`config.mk`:
```
export PLATFORM = sky130hd
export DESIGN_NAME = twin_reg_serializer
export DESIGN_NICKNAME = d
export VERILOG_FILES = /design/src/rtl/twin_reg_serializer.sv
export SDC_FILE = /design/constraint.sdc
export NUM_CORES = 1
export LEC_CHECK = 0
export CAP_MARGIN = 0
export CORE_MARGIN = 2
export CORE_UTILIZATION = 51
export CTS_BUF_LIST = sky130_fd_sc_hd__clkbuf_4
export CTS_CLUSTER_DIAMETER = 120
export DETAILED_ROUTE_END_ITERATION = 16
export HOLD_SLACK_MARGIN = 0.15
export PLACE_DENSITY = 0.81
export SETUP_SLACK_MARGIN = 0.02
export SLEW_MARGIN = 20
export SYNTH_ARGS = -nofsm -noshare
export SYNTH_HDL_FRONTEND = slang
export SYNTH_SLANG_ARGS = --single-unit
```
`constraint.sdc`:
```
create_clock -name clk -period 1.8 [get_ports clk]
set_clock_uncertainty 0.05 [all_clocks]
set_input_delay 0.36 -clock clk [delete_from_list [all_inputs] [get_ports clk]]
set_output_delay 0.36 -clock clk [all_outputs]
set_load 0.05 [all_outputs]
```
`src/rtl/twin_reg_serializer.sv`:
```
// Twin register read-out serializer.
// On an accepted start, captures d1/d2 and sends them as one 2*WIDTH-bit frame
// (d1 first, then d2) over a valid/ready bit stream. done pulses once per completed frame.
module twin_reg_serializer #(
    parameter int unsigned WIDTH     = 8,
    parameter bit          MSB_FIRST = 1'b1
) (
    input  logic             clk,
    input  logic             rst,
    input  logic [WIDTH-1:0] d1,
    input  logic [WIDTH-1:0] d2,
    input  logic             start,
    output logic             sout,
    output logic             sout_valid,
    input  logic             sout_ready,
    output logic             busy,
    output logic             done
);

    localparam int unsigned FrameLen = 2 * WIDTH;
    localparam int unsigned CntW     = $clog2(FrameLen);

    typedef enum logic [0:0] {StIdle, StShift} state_e;

    state_e                state_q, state_d;
    logic [FrameLen-1:0]   shreg_q, shreg_d;
    logic [CntW-1:0]       cnt_q, cnt_d;
    logic                  done_q, done_d;
    logic                  accept;
    logic                  last_bit;

    assign accept   = (state_q == StShift) && sout_ready;
    assign last_bit = (cnt_q == CntW'(FrameLen - 1));

    // State register; reset wins over every other input.
    always_ff @(posedge clk) begin
        if (rst) begin
            state_q <= StIdle;
        end else begin
            state_q <= state_d;
        end
    end

    // Next-state: start only counts in idle, leave shift on the final accepted bit.
    always_comb begin
        state_d = state_q;
        unique case (state_q)
            StIdle:  if (start) state_d = StShift;
            StShift: if (accept && last_bit) state_d = StIdle;
            default: state_d = StIdle;
        endcase
    end

    // Datapath next-state: load, shift on accept, raise done after the last bit.
    // The shift register is arranged so the outgoing bit is always at one fixed end:
    // MSB-first loads {d1,d2} and shifts left, LSB-first loads {d2,d1} and shifts right.
    always_comb begin
        shreg_d = shreg_q;
        cnt_d   = cnt_q;
        done_d  = 1'b0;
        if (state_q == StIdle) begin
            if (start) begin
                shreg_d = MSB_FIRST ? {d1, d2} : {d2, d1};
                cnt_d   = '0;
            end
        end else if (accept) begin
            if (last_bit) begin
                shreg_d = '0;
                cnt_d   = '0;
                done_d  = 1'b1;
            end else begin
                cnt_d   = cnt_q + 1'b1;
                shreg_d = MSB_FIRST ? {shreg_q[FrameLen-2:0], 1'b0}
                                    : {1'b0, shreg_q[FrameLen-1:1]};
            end
        end
    end

    // Datapath registers.
    always_ff @(posedge clk) begin
        if (rst) begin
            shreg_q <= '0;
            cnt_q   <= '0;
            done_q  <= 1'b0;
        end else begin
            shreg_q <= shreg_d;
            cnt_q   <= cnt_d;
            done_q  <= done_d;
        end
    end

    // Outputs decoded from state; sout is forced low whenever no bit is presented.
    always_comb begin
        sout_valid = (state_q == StShift);
        busy       = (state_q == StShift);
        done       = done_q;
        sout       = 1'b0;
        if (state_q == StShift) begin
            sout = MSB_FIRST ? shreg_q[FrameLen-1] : shreg_q[0];
        end
    end

endmodule

```
# Word-level counts from Yosys, hierarchy flattened
# Index checks and enable logic that the tools add are counted.
totals:
  inputBits: 20
  wordCells: 27
  output_inout_bits: 4
  register_bits: 22
op_classes:
  add_sub_neg: 1
  n_mux: 13
  bitwise: 2
  n_reduce_logical: 5
  eq_ne: 2
op_table:
  columns: ["operator", "count"]
  rows:
  - ["2-to-1 mux 16 bit", 4]
  - ["2-to-1 mux 4 bit", 4]
  - ["adder 4 x 1 -> 4 bit (second input constant)", 1]
  - ["== test 4 bit (second input constant)", 1]
  - ["2-to-1 mux 1 bit", 4]
  - ["OR reduction 3 bit", 1]
  - ["logical AND 1 bit", 2]
  - ["inequality test 2 x 1 -> 1 bit (second input constant)", 1]
  - ["NOT 1 bit", 2]
  - ["case mux 1 bit (2 select lines)", 1]
  - ["AND reduction 2 bit", 1]
  - ["nonzero test 2 bit", 1]

# Depth between registers and ports, before layout
# Gate-level depths: netlist (run 1).
logic_depth:
  ltp_word: 4
  mapped_depth: 5
  ltp_nobuf: 4

# Worst setup path before layout (run 1)
# Ideal clock, no wire load.
synth_path:
  kind: "reg2out"
  start: "reg state_q (netlist: busy)"
  end: "out sout"
  required_ns: 1.390
  setup_slack_ns: -0.065
  path_buffers: 2
  arrival_time_ns: 1.455
  stages_incl_launch_ff: 4
  path_cell_list: "dfxtp_1 buf_6 buf_2 and2_1"
synth_between:
  elab_chain_cells: 1
synth_rtl:
  columns: ["element", "line", "source"]
  rows:
  - ["start: declaration", "25", "state_e state_q, state_d;"]
  - ["start signal: assignment", "38", "state_q <= StIdle;"]
  - ["start signal: assignment", "40", "state_q <= state_d;"]
  - ["2-to-1 mux 1 bit", "98", "if (state_q == StShift) begin"]
  - ["end: declaration", "13", "output logic sout,"]
# Every way passes these cells.

# Final worst setup path (run 1)
layout_path:
  start: "reg cnt_q[0]"
  end: "reg shreg_q[13]"
layout_between:
  elab_chain_cells: 4
layout_rtl:
  columns: ["element", "line", "source"]
  rows:
  - ["start: declaration", "27", "logic [CntW-1:0] cnt_q, cnt_d;"]
  - ["start signal: assignment", "87", "cnt_q <= cnt_d;"]
  - ["== test 4 bit", "33", "assign last_bit = (cnt_q == CntW'(FrameLen - 1));"]
  - ["2-to-1 mux 16 bit", "67", "if (last_bit) begin"]
  - ["2-to-1 mux 16 bit", "66", "end else if (accept) begin"]
  - ["2-to-1 mux 16 bit", "61", "if (state_q == StIdle) begin"]
  - ["end signal: assignment", "86", "shreg_q <= shreg_d;"]
  - ["end: declaration", "26", "logic [FrameLen-1:0] shreg_q, shreg_d;"]
# Every way passes these cells. The select of a mux whose other input is x is not followed.
# A chain may end at the register's enable or synchronous reset.

==> impl_metrics.json, run 1 <==
{
  "start_util": 0.542,
  "drtIter0Drc": 38,
  "switching_power_w": 0.000276,
  "h-tree-depth": 1,
  "synth_fp_nets": 128,
  "synthCells": 107,
  "p_seq_frac": 0.548,
  "avgSynthCellArea_um2": 10.0,
  "max_freq_ghz": 0.622,
  "synth_top_cell_by_area": "dfxtp_1",
  "powerDensity_nw_per_um2": 727,
  "first_pass_iters": 4,
  "cts_resized": 0,
  "drive_gt1_frac": 0.266,
  "antenna_found_initial": 0,
  "io_pins": 24,
  "io_buffers": 23,
  "pre_cts_ws_ns": -0.0379,
  "p_int_w": 0.000720,
  "utilization": 0.691,
  "yosysSeqAreaShare": 0.410,
  "async_reset_ff_frac": 0,
  "design.core.area_um2": 1980,
  "regArea_um2": 442,
  "die_y_um": 49.9,
  "clock-sinks": 22,
  "wl_mm": 2.17,
  "min_period_over_period": 0.893,
  "slew_violations": 0,
  "multi_input_area_um2": 552,
  "min_period_ns": 1.61,
  "grt_pass1_wl_mm": 3.67,
  "grt_max_degree": 31,
  "power_w": 0.000996,
  "ys.flop_type": "dfxtp_1",
  "finalHoldViolations": 0,
  "grtUsageTotal": 0.192,
  "yosys_register_bits": 22,
  "die-area_um2": 2490,
  "drc": 0,
  "worstMarginPinSlew_ns": 0.344,
  "netlist_top_cells_area": "dfxtp_1, a211oi_2, a32oi_1, nor2_1, buf_6",
  "cts_hold_buf": 0,
  "cts.clk_slew.worst_paths_ns": 0.12,
  "worst_slack_ns": 0.193,
  "crit_required_ns": 1.93,
  "ys_types": 25,
  "worstHoldPathType": "reg -> reg",
  "ant_nets": 0,
  "die_w_um": 49.9,
  "worstSetupStartpointType": "flip-flop",
  "synth_edf_count": 0,
  "comb_power_share": 0.235,
  "via_per_inst": 5.92,
  "ir_worst_vdd_mv": 0.565,
  "clk_latency_ns": 0.30,
  "worst_ep_arrival_time_ns": 1.73,
  "rsz0062_at_grt": "false",
  "syn_area_um2": 1070,
  "grt_overflow": 0,
  "synth.top_cell.area_share": 0.410,
  "root_buffer": "clkbuf_4",
  "power.share.clock": 0.217,
  "fill_cells": 156,
  "setup_viol": 0,
  "diodes": 0,
  "yosysMostFrequentCell": "dfxtp_1",
  "cp_max_fo": 19,
  "holdWs_ns": 0.458,
  "maxCapViolCount": 0,
  "routabilityCongestion": 0.765,
  "vias": 918,
  "synthTopCellsByCount": "dfxtp_1, nor2_1, a32oi_1",
  "syn_to_final_growth_pct": 27.4,
  "status": "complete, no violations",
  "ys.warnings.count": 0,
  "grt_pass1_vias": 880,
  "num_rows": 16,
  "dp_hpwl_mm": 1.49,
  "worstSetupPathType": "reg -> reg",
  "p_sw_frac": 0.277,
  "cts_tree": "done",
  "num-nets-final": 151,
  "p_leak_nw": 0.477,
  "post-cts-setup-buffers": 0,
  "endpoint_kind": "flip-flop",
  "cts_made_buffers": 3,
  "cts_buffer_depth": 2,
  "post_drt_wl_per_cell_um": 14.0,
  "slew_headroom": 0.764
}
power groups by stage:
stage                     sequential [W]  clock, W  combinational (W)
after floorplan                 0.000554         0           0.000155
after global placement          0.000554         0           0.000228
after detailed placement        0.000556         0           0.000234
after CTS                       0.000545  0.000222           0.000234
after global routing            0.000551  0.000246           0.000253
final                           0.000546  0.000216           0.000234
sequential cells by signal, indices dropped and copies added (netlist names):
signal,count
busy,1
cnt_q,4
done,1
shreg_q,16
critical path, stage by stage, from the launching register on:
cell and delay [ns]:
dfxtp_1 0.41, ha_1 0.23, nand3_2 0.33, a32oi_1 0.36, a211oi_2 0.09
path summary, 6_finish.rpt:
kind,from,endpoint,slack (ns),cells past startpoint
max,cnt_q[0],shreg_q[13],0.19,4
min,shreg_q[0],shreg_q[0],0.46,2
max reg2reg,cnt_q[0],shreg_q[13],0.19,4
min reg2reg,shreg_q[0],shreg_q[0],0.46,2
kinds of logic (layout without fill, tap and decap cells):
group,after synthesis,count (layout),share of synthesized area
AOI/OAI and AO/OA,37,37,0.336
and+or+nand+nor,33,33,0.141
adders and majority gates,1,1,0.0116
buffers and inverters,12,33,0.0780
DFF,22,22,0.410
muxes,2,2,0.0233
final cells by class:
cell class,instances,share of cell area
multi-input cells,73,0.403
flip-flops and latches,22,0.323
repair buffers,29,0.230
well taps,27,0.0247
clock buffers,3,0.0165
inverters,1,0.00274
per-stage QoR:
stage          cell area (um^2)  cells  setup TNS (ns)
2_1_floorplan              1080    107               0
3_3_place_gp               1350    152               0
4_1_cts                    1370    155               0
6_report                   1370    155               0
3_5_place_dp               1350    152         -0.0379
5_1_grt                    1370    155               0
per-layer routing:
| layer | track usage | vias up | wire [um] | part of all wire |
|---|---|---|---|---|
| met5 | 0 | - | 0 | 0 |
| met4 | 0.0972 | 0 | 34 | 0.016 |
| met3 | 0.0364 | 4 | 89 | 0.041 |
| met2 | 0.340 | 23 | 1080 | 0.50 |
| met1 | 0.216 | 437 | 972 | 0.45 |
| li1 | - | 454 | - | - |
cell usage in the layout, fill, tap and decap left out:
master	Yosys	routed
dfxtp_1	22	21
nor2_1	19	19
clkdlybuf4s50_1	0	19
a32oi_1	16	16
a211oi_2	15	15
buf_4	1	6
buf_12	0	4
nand2_1	3	3
nor3_1	3	3
a21oi_1	3	3
clkbuf_4	0	3
and2_2	0	1
mux2_4	1	1
nand3_2	1	1
nand2_2	1	1
nand3_1	1	1
or3_1	1	1
and2_1	2	1
nand4_1	1	1
mux2i_1	1	1
a31oi_1	1	1
inv_2	1	1
o21ai_1	1	1
a22oi_1	1	1
nand3b_1	1	1
ha_1	1	1
dfxtp_2	0	1
Power figures use the tool's default switching activity.
==> run 2: changes to the inputs <==
--- a/config.mk
+++ b/config.mk
@@ -6,7 +6,6 @@
 export NUM_CORES = 1
 export LEC_CHECK = 0
 export CAP_MARGIN = 0
-export CORE_MARGIN = 2
 export CORE_UTILIZATION = 51
 export CTS_BUF_LIST = sky130_fd_sc_hd__clkbuf_4
 export CTS_CLUSTER_DIAMETER = 120
==> run 2 against run 1 <==
Net effect: non-clock buffer count is 3 higher; count of clock-buffer cells in the layout did not move; first-iteration DRC count decreased by 63%; critical path type is now reg -> out; cell count up 2.6%; register-to-register slack improved by 0.04 ns; setup slack got worse by 0.084 ns; utilization up 4.6 points; largest cell class unchanged; global-route usage up 4.5 points.
==> impl_metrics.json, run 2 (same netlist as run 1, synthesis figures left out) <==
{
  "p_leak_nw": 0.515,
  "path_cells": "buf_4, and2_2, buf_12",
  "cp_max_fo": 12,
  "antenna_found_initial": 0,
  "grt_pass1_vias": 852,
  "cts_buffer_depth": 2,
  "root_buffer": "clkbuf_4",
  "finish.instance_area_um2": 1450,
  "worst_slack_ns": 0.109,
  "setup_viol": 0,
  "min_period_over_period": 0.940,
  "ir_worst_vdd_mv": 0.510,
  "vias": 926,
  "regMostFlops": "shreg_q",
  "max_stage_delay_ns": 0.41,
  "syn_to_final_growth_pct": 34.5,
  "max_freq_ghz": 0.591,
  "status": "complete, no violations",
  "drc": 0,
  "drtIter0Drc": 14,
  "largest_register_ffs": 16,
  "io_buffers": 23,
  "via_per_inst": 5.82,
  "design.core.area_um2": 1960,
  "ant_nets": 0,
  "post-cts-setup-buffers": 0,
  "hold_path_depth": 2,
  "min_from": "cnt_q[0]",
  "h-tree-depth": 1,
  "die-area_um2": 2290,
  "rrSetupSlack_ns": 0.23,
  "grt_max_degree": 23,
  "rr_endpoint": "shreg_q[7]",
  "diodes": 0,
  "num_rows": 16,
  "endpoint_kind": "output port",
  "wl_mm": 2.38,
  "final_common_cell": "dfxtp_1",
  "io_pins": 24,
  "num-nets-final": 154,
  "cts_made_buffers": 3,
  "setup_tns_ns": 0,
  "grt_pass1_wl_mm": 3.73,
  "r2r_start": "cnt_q[0]",
  "finalHoldViolations": 0,
  "pre_cts_ws_ns": 0.0948,
  "worstSetupStartpointType": "flip-flop",
  "grtUsageTotal": 0.237,
  "slew_violations": 0,
  "dpl_cell_area_um2": 1390,
  "mostFrequentLayoutCells": "dfxtp_1, nor2_1, clkdlybuf4s50_1, a32oi_1, a211oi_2",
  "routabilityCongestion": 0.720,
  "rsz0062_at_grt": "false",
  "die_y_um": 47.9,
  "start_util": 0.548,
  "cts.clk_slew.worst_paths_ns": 0.12,
  "cts_resized": 0,
  "worst_ep_arrival_time_ns": 1.28,
  "largestRegisters": "shreg_q: 16 flops, cnt_q: 4 flops",
  "clock-sinks": 22,
  "cts_hold_buf": 0,
  "holdPathEnd": "cnt_q[0]",
  "crit_required_ns": 1.39,
  "grt_overflow": 0,
  "slew_headroom": 0.749,
  "min_period_ns": 1.69,
  "post_drt_wl_per_cell_um": 15.0,
  "slowest_stage": "dfxtp_1",
  "worstHoldPathType": "reg -> reg",
  "worstSetupPathType": "reg -> out",
  "die_w_um": 47.9,
  "worstMarginPinSlew_ns": 0.365,
  "dp_hpwl_mm": 1.56,
  "clk_latency_ns": 0.31,
  "reg2reg_depth": 4,
  "drive_gt1_frac": 0.280,
  "maxCapViolCount": 0,
  "powerDensity_nw_per_um2": 817,
  "first_pass_iters": 4,
  "cts_tree": "done"
}
==> run 2: per-layer routing <==
layer | up-vias | routed length (um) | global-route usage
met5 | - | 0 | 0
met4 | 0 | 38 | 0.100
met3 | 4 | 79 | 0.0377
met2 | 18 | 1220 | 0.424
met1 | 445 | 1040 | 0.277
li1 | 459 | - | -
==> run 2: worst max-delay path: cells and delay by family, from the launching register on <==
family	cells	cell delay, ns
DFF	1	0.41
buffers and inverters	2	0.37
and+or+nand+nor	1	0.20
==> run 2: how the worst max path moves through the flow <==
stage	start	to	cells after the start
final	busy	sout	3
after detailed placement	sout_ready	shreg_q[2]	5
after floorplan	busy	sout	3
after global routing	busy	sout	3
after global placement	sout_ready	shreg_q[4]	5
after CTS	busy	sout	3
==> run 2: where the power goes <==
group	internal [W]	switching [W]
clock	0.000225	0.000154
sequential	0.000523	0.0000199
combinational	0.000135	0.000123
==> run 2: cell type report <==
type	instances	area, um^2
clock buffers	3	22.5
clock inverters	1	30.0
fillers	167	517
inverters	1	3.75
multi-input cells	73	552
flip-flops and latches	22	440
well taps	27	33.8
repair buffers	32	363
==> run 2: through the flow <==
step	std cells	power, W	utilization	hold slack [ns]
3_3_place_gp	155	0.000801	0.710	0.420
5_1_grt	159	0.00123	0.737	0.509
2_1_floorplan	107	0.000709	-	0.389
4_1_cts	159	0.00119	0.737	0.451
6_report	159	0.00118	0.737	0.449
3_5_place_dp	155	0.000811	0.710	0.433
==> run 3: changes to the inputs <==
--- a/config.mk
+++ b/config.mk
@@ -12,6 +12,7 @@
 export DETAILED_ROUTE_END_ITERATION = 16
 export HOLD_SLACK_MARGIN = 0.15
 export PLACE_DENSITY = 0.81
+export RECOVER_POWER = 25
 export SETUP_SLACK_MARGIN = 0.02
 export SLEW_MARGIN = 20
 export SYNTH_ARGS = -nofsm -noshare
==> run 3 against run 2 <==
Net effect: via count up 1.2%; critical path type unchanged; utilization fell by 0.38 points; setup slack improved by 0.0016 ns; maximum frequency about the same; first-iteration DRC count grew 21%; clock power hardly changed; hold slack about the same; die area unchanged; sequential share of layout area grew 0.16 points; non-clock buffer count is the same; total power shrank 0.13%; register-to-register slack hardly changed.
==> impl_metrics.json, run 3 (same netlist as run 1, synthesis figures left out) <==
{
  "rr_endpoint": "shreg_q[7]",
  "grt_overflow": 0,
  "worstMarginPinSlew_ns": 0.592,
  "max_freq_ghz": 0.592,
  "wl_mm": 2.40,
  "worstSetupStartpointType": "flip-flop",
  "fin_cells": 159,
  "status": "complete, no violations",
  "cts_made_buffers": 3,
  "rsz0062_at_grt": "false",
  "utilization": 0.733,
  "clock-sinks": 22,
  "min_period_over_period": 0.939,
  "min_from": "cnt_q[0]",
  "p_leak_nw": 0.506,
  "first_pass_iters": 4,
  "grtUsageTotal": 0.237,
  "grt_max_degree": 23,
  "num_rows": 16,
  "reg2reg_depth": 4,
  "crit_required_ns": 1.39,
  "dp_hpwl_mm": 1.56,
  "fill_cells": 170,
  "h-tree-depth": 1,
  "r2r_start": "cnt_q[0]",
  "io_buffers": 23,
  "die_y_um": 47.9,
  "place_inst": 155,
  "cts_tree": "done",
  "vias": 937,
  "post-cts-setup-buffers": 0,
  "rrSetupSlack_ns": 0.23,
  "cts_buffer_depth": 2,
  "regMostFlops": "shreg_q",
  "syn_to_final_growth_pct": 33.8,
  "io_pins": 24,
  "diodes": 0,
  "largest_register_ffs": 16,
  "die_w_um": 47.9,
  "ant_nets": 0,
  "endpoint_kind": "output port",
  "holdPathEnd": "cnt_q[0]",
  "min_period_ns": 1.69,
  "hold_path_depth": 2,
  "design.core.area_um2": 1960,
  "worst_ep_arrival_time_ns": 1.28,
  "root_buffer": "clkbuf_4",
  "setup_tns_ns": 0,
  "slew_headroom": 0.607,
  "num-nets-final": 154,
  "slew_violations": 0,
  "largestRegisters": "shreg_q: 16 flops, cnt_q: 4 flops",
  "grt_pass1_wl_mm": 3.73,
  "routabilityCongestion": 0.720,
  "antenna_found_initial": 0,
  "grt_pass1_vias": 852,
  "mostFrequentLayoutCells": "dfxtp_1, nor2_1, clkdlybuf4s50_1, a32oi_1, a211oi_2",
  "powerDensity_nw_per_um2": 820,
  "post_drt_wl_per_cell_um": 15.1,
  "start_util": 0.548,
  "drtIter0Drc": 17,
  "setup_viol": 0,
  "cts_resized": 0,
  "drive_gt1_frac": 0.265,
  "cts.clk_slew.worst_paths_ns": 0.12,
  "power_w": 0.00118,
  "worstHoldPathType": "reg -> reg",
  "ir_worst_vdd_mv": 0.510,
  "clk_latency_ns": 0.31,
  "cp_max_fo": 12,
  "die-area_um2": 2290,
  "maxCapViolCount": 0,
  "final_common_cell": "dfxtp_1",
  "cts_hold_buf": 0,
  "via_per_inst": 5.89,
  "finalHoldViolations": 0,
  "worstSetupPathType": "reg -> out",
  "drc": 0
}
[run 3: cell types whose count changed in the layout (fill, tap and decap cells not counted), sizes merged]
cell,delta
clkbuf,+2
buf,-2
[run 3: how the worst max path moves through the flow]
stage	end	cells past startpoint	from	slack, ns
floorplan	sout	3	busy	0.06
finish	sout	3	busy	0.11
global placement	shreg_q[4]	5	sout_ready	0.13
CTS	sout	3	busy	0.09
global route	sout	3	busy	0.04
detailed placement	shreg_q[2]	5	sout_ready	0.09
[run 3: per-stage QoR]
stage / hold slack, ns / worst slack [ns] / area (um^2)
detailed placement: 0.433 / 0.0948 / 1390
CTS: 0.451 / 0.0905 / 1450
global route: 0.509 / 0.0380 / 1440
finish: 0.449 / 0.110 / 1440
floorplan: 0.389 / 0.0618 / 1080
global placement: 0.420 / 0.132 / 1390
[run 3: power breakdown]
| group | internal, W | total [W] | switching, W |
|---|---|---|---|
| clock | 0.000225 | 0.000379 | 0.000154 |
| sequential | 0.000523 | 0.000543 | 0.0000198 |
| combinational | 0.000134 | 0.000257 | 0.000124 |
[run 3: worst max-delay path, stage by stage (launching register included)]
cell and delay (ns):
dfxtp_1 0.40, buf_4 0.24, and2_2 0.20, buf_12 0.13
[run 3: cell type report]
cell class	instances	area, um^2	share of cell area
clock buffers	3	22.5	0.0157
clock inverters	1	30.0	0.0209
inverters	1	3.75	0.00261
multi-input cells	73	552	0.384
flip-flops and latches	22	440	0.306
well taps	27	33.8	0.0235
repair buffers	32	355	0.247
[run 3: metal layers]
layer	vias to the layer above	wire (um)	GRT usage
li1	461	-	-
met5	-	0	0
met4	0	38	0.100
met2	20	1230	0.424
met3	4	83	0.0377
met1	452	1050	0.277
